<file path="src/rtl/sf_tester_fsm_pkg.sv">
// Shared types and pattern constants for the SF tester FSM and its pattern engine.
package sf_tester_fsm_pkg;

  localparam logic [7:0] c_tester_pattern_a_start = 8'h00;
  localparam logic [7:0] c_tester_pattern_a_incr  = 8'h01;
  localparam logic [7:0] c_tester_pattern_b_start = 8'h08;
  localparam logic [7:0] c_tester_pattern_b_incr  = 8'h07;
  localparam logic [7:0] c_tester_pattern_c_start = 8'h10;
  localparam logic [7:0] c_tester_pattern_c_incr  = 8'h0F;
  localparam logic [7:0] c_tester_pattern_d_start = 8'h18;
  localparam logic [7:0] c_tester_pattern_d_incr  = 8'h17;

  typedef enum logic [1:0] {PAT_A, PAT_B, PAT_C, PAT_D} t_pattern_sel;

  typedef enum logic [1:0] {ST_PE_IDLE, ST_PE_GEN, ST_PE_CHK} t_pattern_engine_state;

  function automatic logic [7:0] fn_pattern_startval(input t_pattern_sel sel);
    case (sel)
      PAT_A:   return c_tester_pattern_a_start;
      PAT_B:   return c_tester_pattern_b_start;
      PAT_C:   return c_tester_pattern_c_start;
      default: return c_tester_pattern_d_start;
    endcase
  endfunction

  function automatic logic [7:0] fn_pattern_incrval(input t_pattern_sel sel);
    case (sel)
      PAT_A:   return c_tester_pattern_a_incr;
      PAT_B:   return c_tester_pattern_b_incr;
      PAT_C:   return c_tester_pattern_c_incr;
      default: return c_tester_pattern_d_incr;
    endcase
  endfunction

endpackage

</file>
<file path="src/rtl/sf_tester_pattern_seq.sv">
// 8-bit load/advance accumulator producing the current pattern byte (mod-256 wrap).
module sf_tester_pattern_seq (
  input  logic       i_clk_20mhz,
  input  logic       i_rst_20mhz_n,
  input  logic       i_load,
  input  logic [7:0] i_startval,
  input  logic       i_advance,
  input  logic [7:0] i_incr,
  output logic [7:0] o_value
);

  always_ff @(posedge i_clk_20mhz) begin
    if (!i_rst_20mhz_n)
      o_value <= 8'h00;
    else if (i_load)
      o_value <= i_startval;
    else if (i_advance)
      o_value <= o_value + i_incr;
  end

endmodule

</file>
<file path="src/rtl/sf_tester_pattern_engine.sv">
// Pattern generator/checker between the tester FSM and the serial-flash driver:
// GEN streams the selected byte pattern, CHK compares read-back bytes against it.
module sf_tester_pattern_engine
  import sf_tester_fsm_pkg::*;
#(
  parameter int unsigned PER_ITER_BYTES = 1048576,
  parameter int          CNT_W          = 32
) (
  input  logic             i_clk_20mhz,
  input  logic             i_rst_20mhz_n,
  input  logic [1:0]       i_pattern_sel,
  input  logic             i_gen_start,
  input  logic             i_chk_start,
  input  logic             i_abort,
  output logic [7:0]       o_tx_byte,
  output logic             o_tx_valid,
  input  logic             i_tx_ready,
  input  logic [7:0]       i_rx_byte,
  input  logic             i_rx_valid,
  output logic             o_busy,
  output logic             o_done,
  output logic             o_pass,
  output logic [CNT_W-1:0] o_err_count,
  output logic [CNT_W-1:0] o_first_err_offset,
  output logic [CNT_W-1:0] o_byte_count
);

  localparam logic [CNT_W-1:0] LAST_IDX = CNT_W'(PER_ITER_BYTES - 1);
  localparam logic [CNT_W-1:0] CNT_ONE  = CNT_W'(1);

  t_pattern_engine_state state;
  t_pattern_sel          pat_q;
  t_pattern_sel          pat_sel_in;
  logic                  seq_load;
  logic                  seq_advance;
  logic                  tx_fire;
  logic                  rx_fire;
  logic                  last_byte;
  logic                  mismatch;
  logic [7:0]            seq_value;
  logic [7:0]            load_val;
  logic [7:0]            incr_val;

  assign pat_sel_in  = t_pattern_sel'(i_pattern_sel);
  assign seq_load    = (state == ST_PE_IDLE) && (i_gen_start || i_chk_start);
  assign tx_fire     = (state == ST_PE_GEN) && o_tx_valid && i_tx_ready && !i_abort;
  assign rx_fire     = (state == ST_PE_CHK) && i_rx_valid && !i_abort;
  assign seq_advance = tx_fire || rx_fire;
  assign last_byte   = (o_byte_count == LAST_IDX);
  assign mismatch    = (i_rx_byte != seq_value);
  assign load_val    = fn_pattern_startval(pat_sel_in);
  assign incr_val    = fn_pattern_incrval(pat_q);

  // The accumulator is the single pattern source; in GEN its value is the tx byte.
  sf_tester_pattern_seq u_seq (
    .i_clk_20mhz   (i_clk_20mhz),
    .i_rst_20mhz_n (i_rst_20mhz_n),
    .i_load        (seq_load),
    .i_startval    (load_val),
    .i_advance     (seq_advance),
    .i_incr        (incr_val),
    .o_value       (seq_value)
  );

  assign o_tx_byte = seq_value;

  always_ff @(posedge i_clk_20mhz) begin
    if (!i_rst_20mhz_n) begin
      state              <= ST_PE_IDLE;
      pat_q              <= PAT_A;
      o_tx_valid         <= 1'b0;
      o_busy             <= 1'b0;
      o_done             <= 1'b0;
      o_pass             <= 1'b0;
      o_err_count        <= '0;
      o_first_err_offset <= '1;
      o_byte_count       <= '0;
    end else begin
      o_done <= 1'b0;
      case (state)
        ST_PE_IDLE: begin
          if (i_gen_start) begin
            state        <= ST_PE_GEN;
            pat_q        <= pat_sel_in;
            o_byte_count <= '0;
            o_tx_valid   <= 1'b1;
            o_busy       <= 1'b1;
          end else if (i_chk_start) begin
            state              <= ST_PE_CHK;
            pat_q              <= pat_sel_in;
            o_byte_count       <= '0;
            o_err_count        <= '0;
            o_first_err_offset <= '1;
            o_pass             <= 1'b0;
            o_busy             <= 1'b1;
          end
        end
        ST_PE_GEN: begin
          if (i_abort) begin
            state      <= ST_PE_IDLE;
            o_tx_valid <= 1'b0;
            o_busy     <= 1'b0;
          end else if (tx_fire) begin
            o_byte_count <= o_byte_count + CNT_ONE;
            if (last_byte) begin
              state      <= ST_PE_IDLE;
              o_tx_valid <= 1'b0;
              o_busy     <= 1'b0;
              o_done     <= 1'b1;
            end
          end
        end
        ST_PE_CHK: begin
          if (i_abort) begin
            state  <= ST_PE_IDLE;
            o_busy <= 1'b0;
          end else if (rx_fire) begin
            o_byte_count <= o_byte_count + CNT_ONE;
            if (mismatch) begin
              if (o_err_count != '1)
                o_err_count <= o_err_count + CNT_ONE;
              if (o_err_count == '0)
                o_first_err_offset <= o_byte_count;
            end
            // Final verdict must include the compare happening on this same edge.
            if (last_byte) begin
              state  <= ST_PE_IDLE;
              o_busy <= 1'b0;
              o_done <= 1'b1;
              o_pass <= (o_err_count == '0) && !mismatch;
            end
          end
        end
        default: state <= ST_PE_IDLE;
      endcase
    end
  end

endmodule

</file>
<file path="config.mk">
export PLATFORM = sky130hd
export DESIGN_NAME = sf_tester_pattern_engine
export DESIGN_NICKNAME = d
export VERILOG_FILES = /design/src/rtl/sf_tester_fsm_pkg.sv /design/src/rtl/sf_tester_pattern_seq.sv /design/src/rtl/sf_tester_pattern_engine.sv
export SDC_FILE = /design/constraint.sdc
export NUM_CORES = 1
export LEC_CHECK = 0
export CAP_MARGIN = 0
export CORE_MARGIN = 3
export CORE_UTILIZATION = 40
export CTS_CLUSTER_DIAMETER = 80
export DETAILED_ROUTE_END_ITERATION = 10
export GPL_ROUTABILITY_DRIVEN = 0
export HOLD_SLACK_MARGIN = 0.15
export PLACE_DENSITY = 0.66
export SETUP_SLACK_MARGIN = 0.3
export SYNTH_ARGS = -nofsm -noshare
export SYNTH_HDL_FRONTEND = slang
export SYNTH_SLANG_ARGS = --single-unit
</file>
<file path="constraint.sdc">
create_clock -name i_clk_20mhz -period 3.15 [get_ports i_clk_20mhz]
set_input_delay 0.4725 -clock i_clk_20mhz [delete_from_list [all_inputs] [get_ports i_clk_20mhz]]
set_output_delay 0.4725 -clock i_clk_20mhz [all_outputs]
set_load 0.005 [all_outputs]
</file>
== Word level (Yosys, flattened, before mapping) ==
Cells that the tools add are included.

* Eq/ne operators: 24
* $add $sub $neg: 3
* Reduce and logical (&&, ||, !) cells: 28
* Multiplexer cells: 59

{| class="wikitable"
|+ Operators by type and width
! cell !! number
|-
| 32-bit two-way mux || 17
|-
| 32-bit one-hot mux with 2 select lines || 2
|-
| 32-bit one-hot mux with 3 select lines || 1
|-
| 32-bit by 1-bit adder with 32-bit output, second input constant || 2
|-
| 32-bit by 20-bit == test with 1-bit output, second input constant || 1
|-
| 32-bit logical NOT || 1
|-
| 32-bit != test, second input constant || 1
|-
| 5-bit one-hot mux with 3 select lines || 2
|-
| 1-bit two-way mux || 21
|-
| 2-bit two-way mux || 9
|-
| 2-bit != test, second input constant || 9
|-
| 8-bit two-way mux || 2
|-
| 7-bit AND reduction || 2
|-
| 3-bit != test, second input constant || 4
|-
| 6-bit AND reduction || 2
|-
| 8-bit by 5-bit adder with 8-bit output || 1
|-
| 8-bit != test || 1
|-
| 4-bit AND reduction || 2
|-
| 2-bit nonzero test || 4
|-
| 1-bit logical AND || 7
|-
| 2-bit by 1-bit == test with 1-bit output, second input constant || 3
|-
| 2-bit == test, second input constant || 3
|-
| 2-bit logical NOT || 3
|-
| 1-bit one-hot mux with 2 select lines || 3
|-
| 8 further kinds || 11
|}

* Logic and storage cells: 124
* Flip-flop bits (word level): 112

== Longest topological paths before layout ==
Gate-level depths: netlist of run 1.

* Word-level depth: 7
* Depth in mapped cells: 11

== Modules after synthesis ==
From an unflattened synthesis of run 1, not the netlist that was laid out.

* Cell total of the unflattened synthesis: 734
* Area, all modules: 6069.6 sq um

{| class="wikitable"
|+ By module, submodules not included
! module !! cells an instance !! area an instance (sq um) !! times used
|-
| sf_tester_pattern_engine || 643 || 5338.9 || 1
|-
| sf_tester_pattern_seq || 91 || 730.7 || 1
|}

== Least setup slack after synthesis of run 1 ==
OpenSTA, ideal clock, no wires.

* Path kind: register -> register
* Start: register o_err_count[0]
* End: register o_err_count[8]
* Buffers on the path: 2
* Stages on the path, launching flop included: 10
* Data arrival time: 2142 ps
* Setup slack: 893 ps
* Setup time: 115 ps
* Period minus slack after synthesis: 2257 ps
* Cells stage by stage: dfxtp_1 > ha_1 > nand4_1 > nor4_4 > nand3_2 > and3_1 > buf_2 > buf_6 > a21oi_1 > nor2_1

* Cells in the longest elaborated chain, start to end: 6
* Elaborated cells on any way between the ends: 9

{| class="wikitable"
|+ Ends and longest elaborated chain
! item !! line !! RTL
|-
| start: declaration || sf_tester_pattern_engine.sv:23 || <nowiki>output logic [CNT_W-1:0] o_err_count,</nowiki>
|-
| start signal: assignment || sf_tester_pattern_engine.sv:121 || <nowiki>o_err_count <= o_err_count + CNT_ONE;</nowiki>
|-
| 32-bit by 1-bit adder with 32-bit output || sf_tester_pattern_engine.sv:121 ||
|-
| 32-bit two-way mux || sf_tester_pattern_engine.sv:120 || <nowiki>if (o_err_count != '1)</nowiki>
|-
| 32-bit two-way mux || sf_tester_pattern_engine.sv:119 || <nowiki>if (mismatch) begin</nowiki>
|-
| 32-bit two-way mux || sf_tester_pattern_engine.sv:117 || <nowiki>end else if (rx_fire) begin</nowiki>
|-
| 32-bit two-way mux || sf_tester_pattern_engine.sv:114 || <nowiki>if (i_abort) begin</nowiki>
|-
| 32-bit one-hot mux with 2 select lines || sf_tester_pattern_engine.sv:80 || <nowiki>case (state)</nowiki>
|}

Parallel ways exist; a longest one is shown, timed or not. The select of a mux whose other input is x is not followed.
A chain may end at the register's enable or synchronous reset.

== Worst setup path after layout of run 1 ==
* Start: register o_err_count[0]
* End: register o_err_count[30]

The elaborated chain is that of the path after synthesis.

==> results of run 1 <==
timing repair:
item | CTS | global route
buffers inserted | 0 | 0
setup endpoints to repair | 0 | 15
gates resized for setup | 0 | 1
routing by layer:
metal  wire [um]  vias up  track usage (%)
met4         210        0            5.867
li1            -     2703                -
met2        7147      146            30.85
met1        7050     2595            25.61
met5           0        -                0
met3         701       15            2.616
worst min-delay path, delay by kind of cell (launching register included):
family,cells,cell delay (ns)
compound gates,1,0.06
buf+inv,1,0.05
flops,1,0.31
kinds of logic after synthesis:
logic type | count (synthesis) | share of synthesized area, %
fa+ha+maj | 12 | 2.818
compound gates | 170 | 18.43
buf+inv | 92 | 6.821
mux | 6 | 1.074
xor+xnor | 37 | 5.793
simple gates | 269 | 24.98
flops | 112 | 40.08
worst min-delay path by stage:
stage               slack, ns                endpoint  cells after the start                   start
floorplan                0.46  o_first_err_offset[27]                      2  o_first_err_offset[27]
global placement         0.45  o_first_err_offset[22]                      2  o_first_err_offset[22]
detailed placement       0.45   o_first_err_offset[4]                      2   o_first_err_offset[4]
CTS                      0.47  o_first_err_offset[20]                      2  o_first_err_offset[20]
global route             0.47  o_first_err_offset[22]                      2  o_first_err_offset[22]
finish                   0.46  o_first_err_offset[20]                      2  o_first_err_offset[20]
power by group:
group          internal (uW)  leakage, uW  total, uW  switching [uW]
sequential              1460     0.000906       1510            44.3
clock                    545     0.000137       1080             540
combinational            234      0.00165        584             349
total                   2240      0.00269       3180             934
per-stage QoR:
stage               setup slack (ns)  hold slack, ns
CTS                           0.4773          0.4688
finish                        0.5664          0.4640
global route                  0.3564          0.4747
floorplan                     0.8935          0.4560
global placement              0.4049          0.4502
detailed placement            0.3056          0.4524
layout make-up:
class	count	area [sq um]
fillers	1290	6205
multi-input cells	494	2990
flip-flops and latches	112	2242
repair buffers	133	1316
clock buffers	9	225.2
well taps	176	220.2
inverters	53	198.9
clock inverters	7	52.55
diodes	1	2.502
registers in the layout, summed over array words and instances (netlist names):
register and flops:
o_tx_valid 1, o_pass 1, o_busy 1, o_done 1, o_err_count 32, pat_q 2, o_byte_count 32, o_first_err_offset 32
u_seq.o_value 8, state 2
placed cells by master (no fill, tap or decap), drive strengths merged, types with 30 or more instances in the layout:
cell / synthesis / routed
nand2: 45 / 45
o21ai: 59 / 59
dfxtp: 112 / 112
nor2: 57 / 57
nand3: 30 / 30
nor3: 50 / 50
xnor2: 31 / 31
clkdlybuf4s50: 0 / 123
inv: 53 / 56
a31oi: 42 / 42
==> results.yml, run 1 <==
synthesis:
  synth.avg_cell_area_sq_um: 8.014
  synth_top_area_cell: "dfxtp_1"
  ys_ff_latch: 112
  synth_top_area_share_pct: 40.08
  synth-async-reset-ratio_pct: 0
  seq_area_frac_synth_pct: 40.08
  synth_common_cells: "112 x dfxtp_1, 57 x nor2_1, 53 x inv_1, 50 x nor3_1, 45 x nand2_1"
  synth_edf_count: 0
  synth_area_leaders: "dfxtp_1 40%, xnor2_1 4.9%, a31oi_1 4.7%"
  syn_inst: 698
  yosys_warnings: 0
  synth_cell_types: 54
  synth_fp_nets: 727
  ys.flop_type: "dfxtp_1"
  post-synth-top-count-cell: "dfxtp_1"
  synth_area_sq_um: 5594
power_and_ir_drop:
  total_power_uw: 3178
  peakVddDrop_uv: 233.0
  power_density_nw_per_um2: 438.4
  p_leak_uw: 0.002691
setup_path:
  reg2reg_to: "o_err_count[30]"
  cp_num_buf_inv: 1
  ff2ff_path_depth: 8
  crit_path_start_kind: "register"
  reg2reg_from: "o_err_count[0]"
  cp_top_family: "simple AND/OR/NAND/NOR gates"
  crit_path_end: "o_err_count[30]"
  cpMaxStageDelayCell: "dfxtp_1"
  setup.worst_path.start: "o_err_count[0]"
  required_ns: 3.39
  path_cells: "ha_1, nand4_1, nor4_4, buf_4, nand2_1, nor3_1, nand3_1, o211a_1"
  crit_path_end_kind: "register"
  cp_max_fo: 9
  path_depth: 8
  rrSetupSlack_ns: 0.57
  crit_type: "register to register"
  crit_arrival_ns: 2.82
  crit_path_max_incr_delay_ns: 0.51
placement:
  placed_cells: 968
  hpwl_um: 11030
  dpl_cell_area_sq_um: 6965
  port_buffers: 124
timing:
  finalSetupViolations: 0
  rsz0062_at_grt: "no"
  period_share_pct: 82.02
  clock.fmax_ghz: 0.3871
  fin_skew_ns: 0.01053
  finalMaxSlewViolations: 0
  final_hold_viol_count: 0
  period_needed_ns: 2.584
  slew_headroom_pct: 51.30
  tns_ns: 0
  worst_slew_pin_slew_ns: 0.7243
global_route:
  overflow: 0
  grt_max_degree: 65
  grt_usage_pct: 18.78
  grt_pass1_vias: 5075
  antenna_found_initial: 0
  grt_pass1_wl_um: 24920
routing:
  wirelength_um: 15110
  vias: 5459
  drc: 0
  first_pass_iters: 5
  first_iter_violations: 504
  vias_per_cell: 5.542
  ant_nets: 0
  wl_per_cell_um: 15.34
clock_network:
  cts_sinks: 112
  cts_max_level: 3
  clk_path_buf_depth: 2
  root_buffer: "clkbuf_16"
  cts_made_buffers: 9
  insertion_delay_ns: 0.35
  path_clk_slew_ns: 0.07
  cts_hold_buf: 0
  tritoncts: "built"
run_status:
  status: "finished clean"
final_layout:
  fin_util_pct: 53.88
  fin_area_sq_um: 7248
  area_growth_pct: 29.57
  final_nets: 832
  layoutNonFillerInstCount: 985
  drive_above_1_share_pct: 4.827
floorplanning:
  die-area_sq_um: 15440
  rows: 42
  initial_core_util_pct: 41.58
  die_h_um: 124.3
  ios: 125
  die_w_um: 124.3
  core_sq_um: 13450
job:
  cap_violations: 0
worst_hold_path:
  hold_class: "register to register"
Power figures use the tool's default switching activity.
==> run 2, diff against run 1 <==
==> constraint.sdc (replaced) <==
create_clock -name i_clk_20mhz -period 2.6 [get_ports i_clk_20mhz]
set_input_delay 0.39 -clock i_clk_20mhz [delete_from_list [all_inputs] [get_ports i_clk_20mhz]]
set_output_delay 0.39 -clock i_clk_20mhz [all_outputs]
set_load 0.005 [all_outputs]
==> results.yml, run 2 (synthesis results as in run 1) <==
floorplanning:
  die_h_um: 124.3
  core_sq_um: 13450
  die-area_sq_um: 15440
  rows: 42
  ios: 125
  initial_core_util_pct: 41.58
  die_w_um: 124.3
timing:
  period_share_pct: 83.20
  tns_ns: 0
  hold_slack_ns: 0.3955
  period_needed_ns: 2.163
  clock.fmax_ghz: 0.4623
  worst_slew_pin_slew_ns: 0.6128
  finalMaxSlewViolations: 0
  rsz0062_at_grt: "no"
  finalSetupViolations: 0
  slew_headroom_pct: 58.83
  layout_setup_ws_ns: 0.4369
  final_hold_viol_count: 0
  fin_skew_ns: 0.006681
power_and_ir_drop:
  peakVddDrop_uv: 312.7
  p_leak_uw: 0.002809
  power_density_nw_per_um2: 538.4
final_layout:
  reg.largest.list: "o_byte_count (32), o_err_count (32), o_first_err_offset (32)"
  fillers: 1264
  drive_above_1_share_pct: 8.495
  final_cell_mix: "123 x clkdlybuf4s50_1, 109 x dfxtp_1, 55 x nor2_1"
  area_growth_pct: 34.13
  antenna_cells: 0
  final_nets: 850
  fin_util_pct: 55.78
  final_common_cell: "clkdlybuf4s50_1"
clock_network:
  cts_max_level: 3
  cts_sinks: 112
  path_clk_slew_ns: 0.07
  insertion_delay_ns: 0.35
  tritoncts: "built"
  clk_path_buf_depth: 2
  cts_hold_buf: 0
  root_buffer: "clkbuf_16"
  cts_made_buffers: 9
routing:
  wl_per_cell_um: 15.51
  vias: 5526
  first_iter_violations: 449
  drc: 0
  ant_nets: 0
  first_pass_iters: 5
  vias_per_cell: 5.526
  wirelength_um: 15510
setup_path:
  cp_max_fo: 12
  reg2reg_to: "o_err_count[14]"
  rrSetupSlack_ns: 0.44
  crit_path_start_kind: "register"
  ff2ff_path_depth: 10
  setup.worst_path.start: "state[0]"
  reg2reg_from: "state[0]"
  crit_type: "register to register"
  required_ns: 2.86
  crit_path_end: "o_err_count[14]"
  crit_path_end_kind: "register"
  crit_arrival_ns: 2.43
placement:
  port_buffers: 124
  hpwl_um: 11160
  dp_slack_ns: 0.02194
global_route:
  overflow: 0
  grt_pass1_vias: 5056
  gr-usage-met3_pct: 2.873
  antenna_found_initial: 0
  busiest_layer: "met2"
  grt_max_degree: 49
  met2_usage_pct: 31.74
  grt_usage_pct: 19.53
  grt_util_met1_pct: 26.65
  grt_pass1_wl_um: 25670
worst_hold_path:
  hold_class: "input port to register"
run_status:
  status: "finished clean"
job:
  cap_violations: 0
## run 2: per-layer routing
layer	up-vias	wire [um]	part of all wire [%]
met5	-	0	0
met1	2600	7072	46
li1	2743	-	-
met3	16	748	4.8
met2	167	7458	48
met4	0	233	1.5
## run 2: worst min path at each step
stage,endpoint,start,cells after the start
4_1_cts,o_pass,i_rst_20mhz_n,2
6_report,o_pass,i_rst_20mhz_n,2
5_1_grt,o_pass,i_rst_20mhz_n,2
3_5_place_dp,o_first_err_offset[8],o_first_err_offset[8],2
3_3_place_gp,o_first_err_offset[22],o_first_err_offset[22],2
2_1_floorplan,o_first_err_offset[27],o_first_err_offset[27],2
## run 2: timing repair
item / CTS / global route
pin swaps: 0 / 3
gates resized for setup: 3 / 14
endpoints found under the setup margin: 63 / 63
buffers inserted: 2 / 2
## run 2: critical path: stages, from the launching register on
cell and delay, ns:
dfxtp_1 0.39, inv_1 0.09, ha_2 0.24, nand2b_1 0.16, a22oi_2 0.18, o31a_1 0.16
buf_4 0.15, and3_1 0.19, buf_4 0.21, nand3_1 0.10, o31ai_1 0.19
## run 2: report_power, final
part / leakage [uW] / total, uW / internal, uW / switching (uW)
clock network: 0.000143 / 1410 / 789 / 621
registers: 0.000908 / 1830 / 1780 / 50.7
logic: 0.00176 / 805 / 358 / 447
## run 2: layout make-up
type	instances	area, sq um	area share, %
timing repair buffer	151	1489	19.84
sequential	112	2246	29.93
clock buffer	11	252.7	3.368
clock inverter	3	42.54	0.5669
tap	176	220.2	2.935
multi-input combinational	494	3054	40.70
inverter	53	198.9	2.651
## run 2: through the flow
stage | std cells | area, sq um | total power [uW]
global route | 1000 | 7503 | 4236
global placement | 982 | 7108 | 2615
finish | 1000 | 7503 | 4040
floorplan | 698 | 5594 | 2315
CTS | 998 | 7433 | 4055
detailed placement | 982 | 7108 | 2634
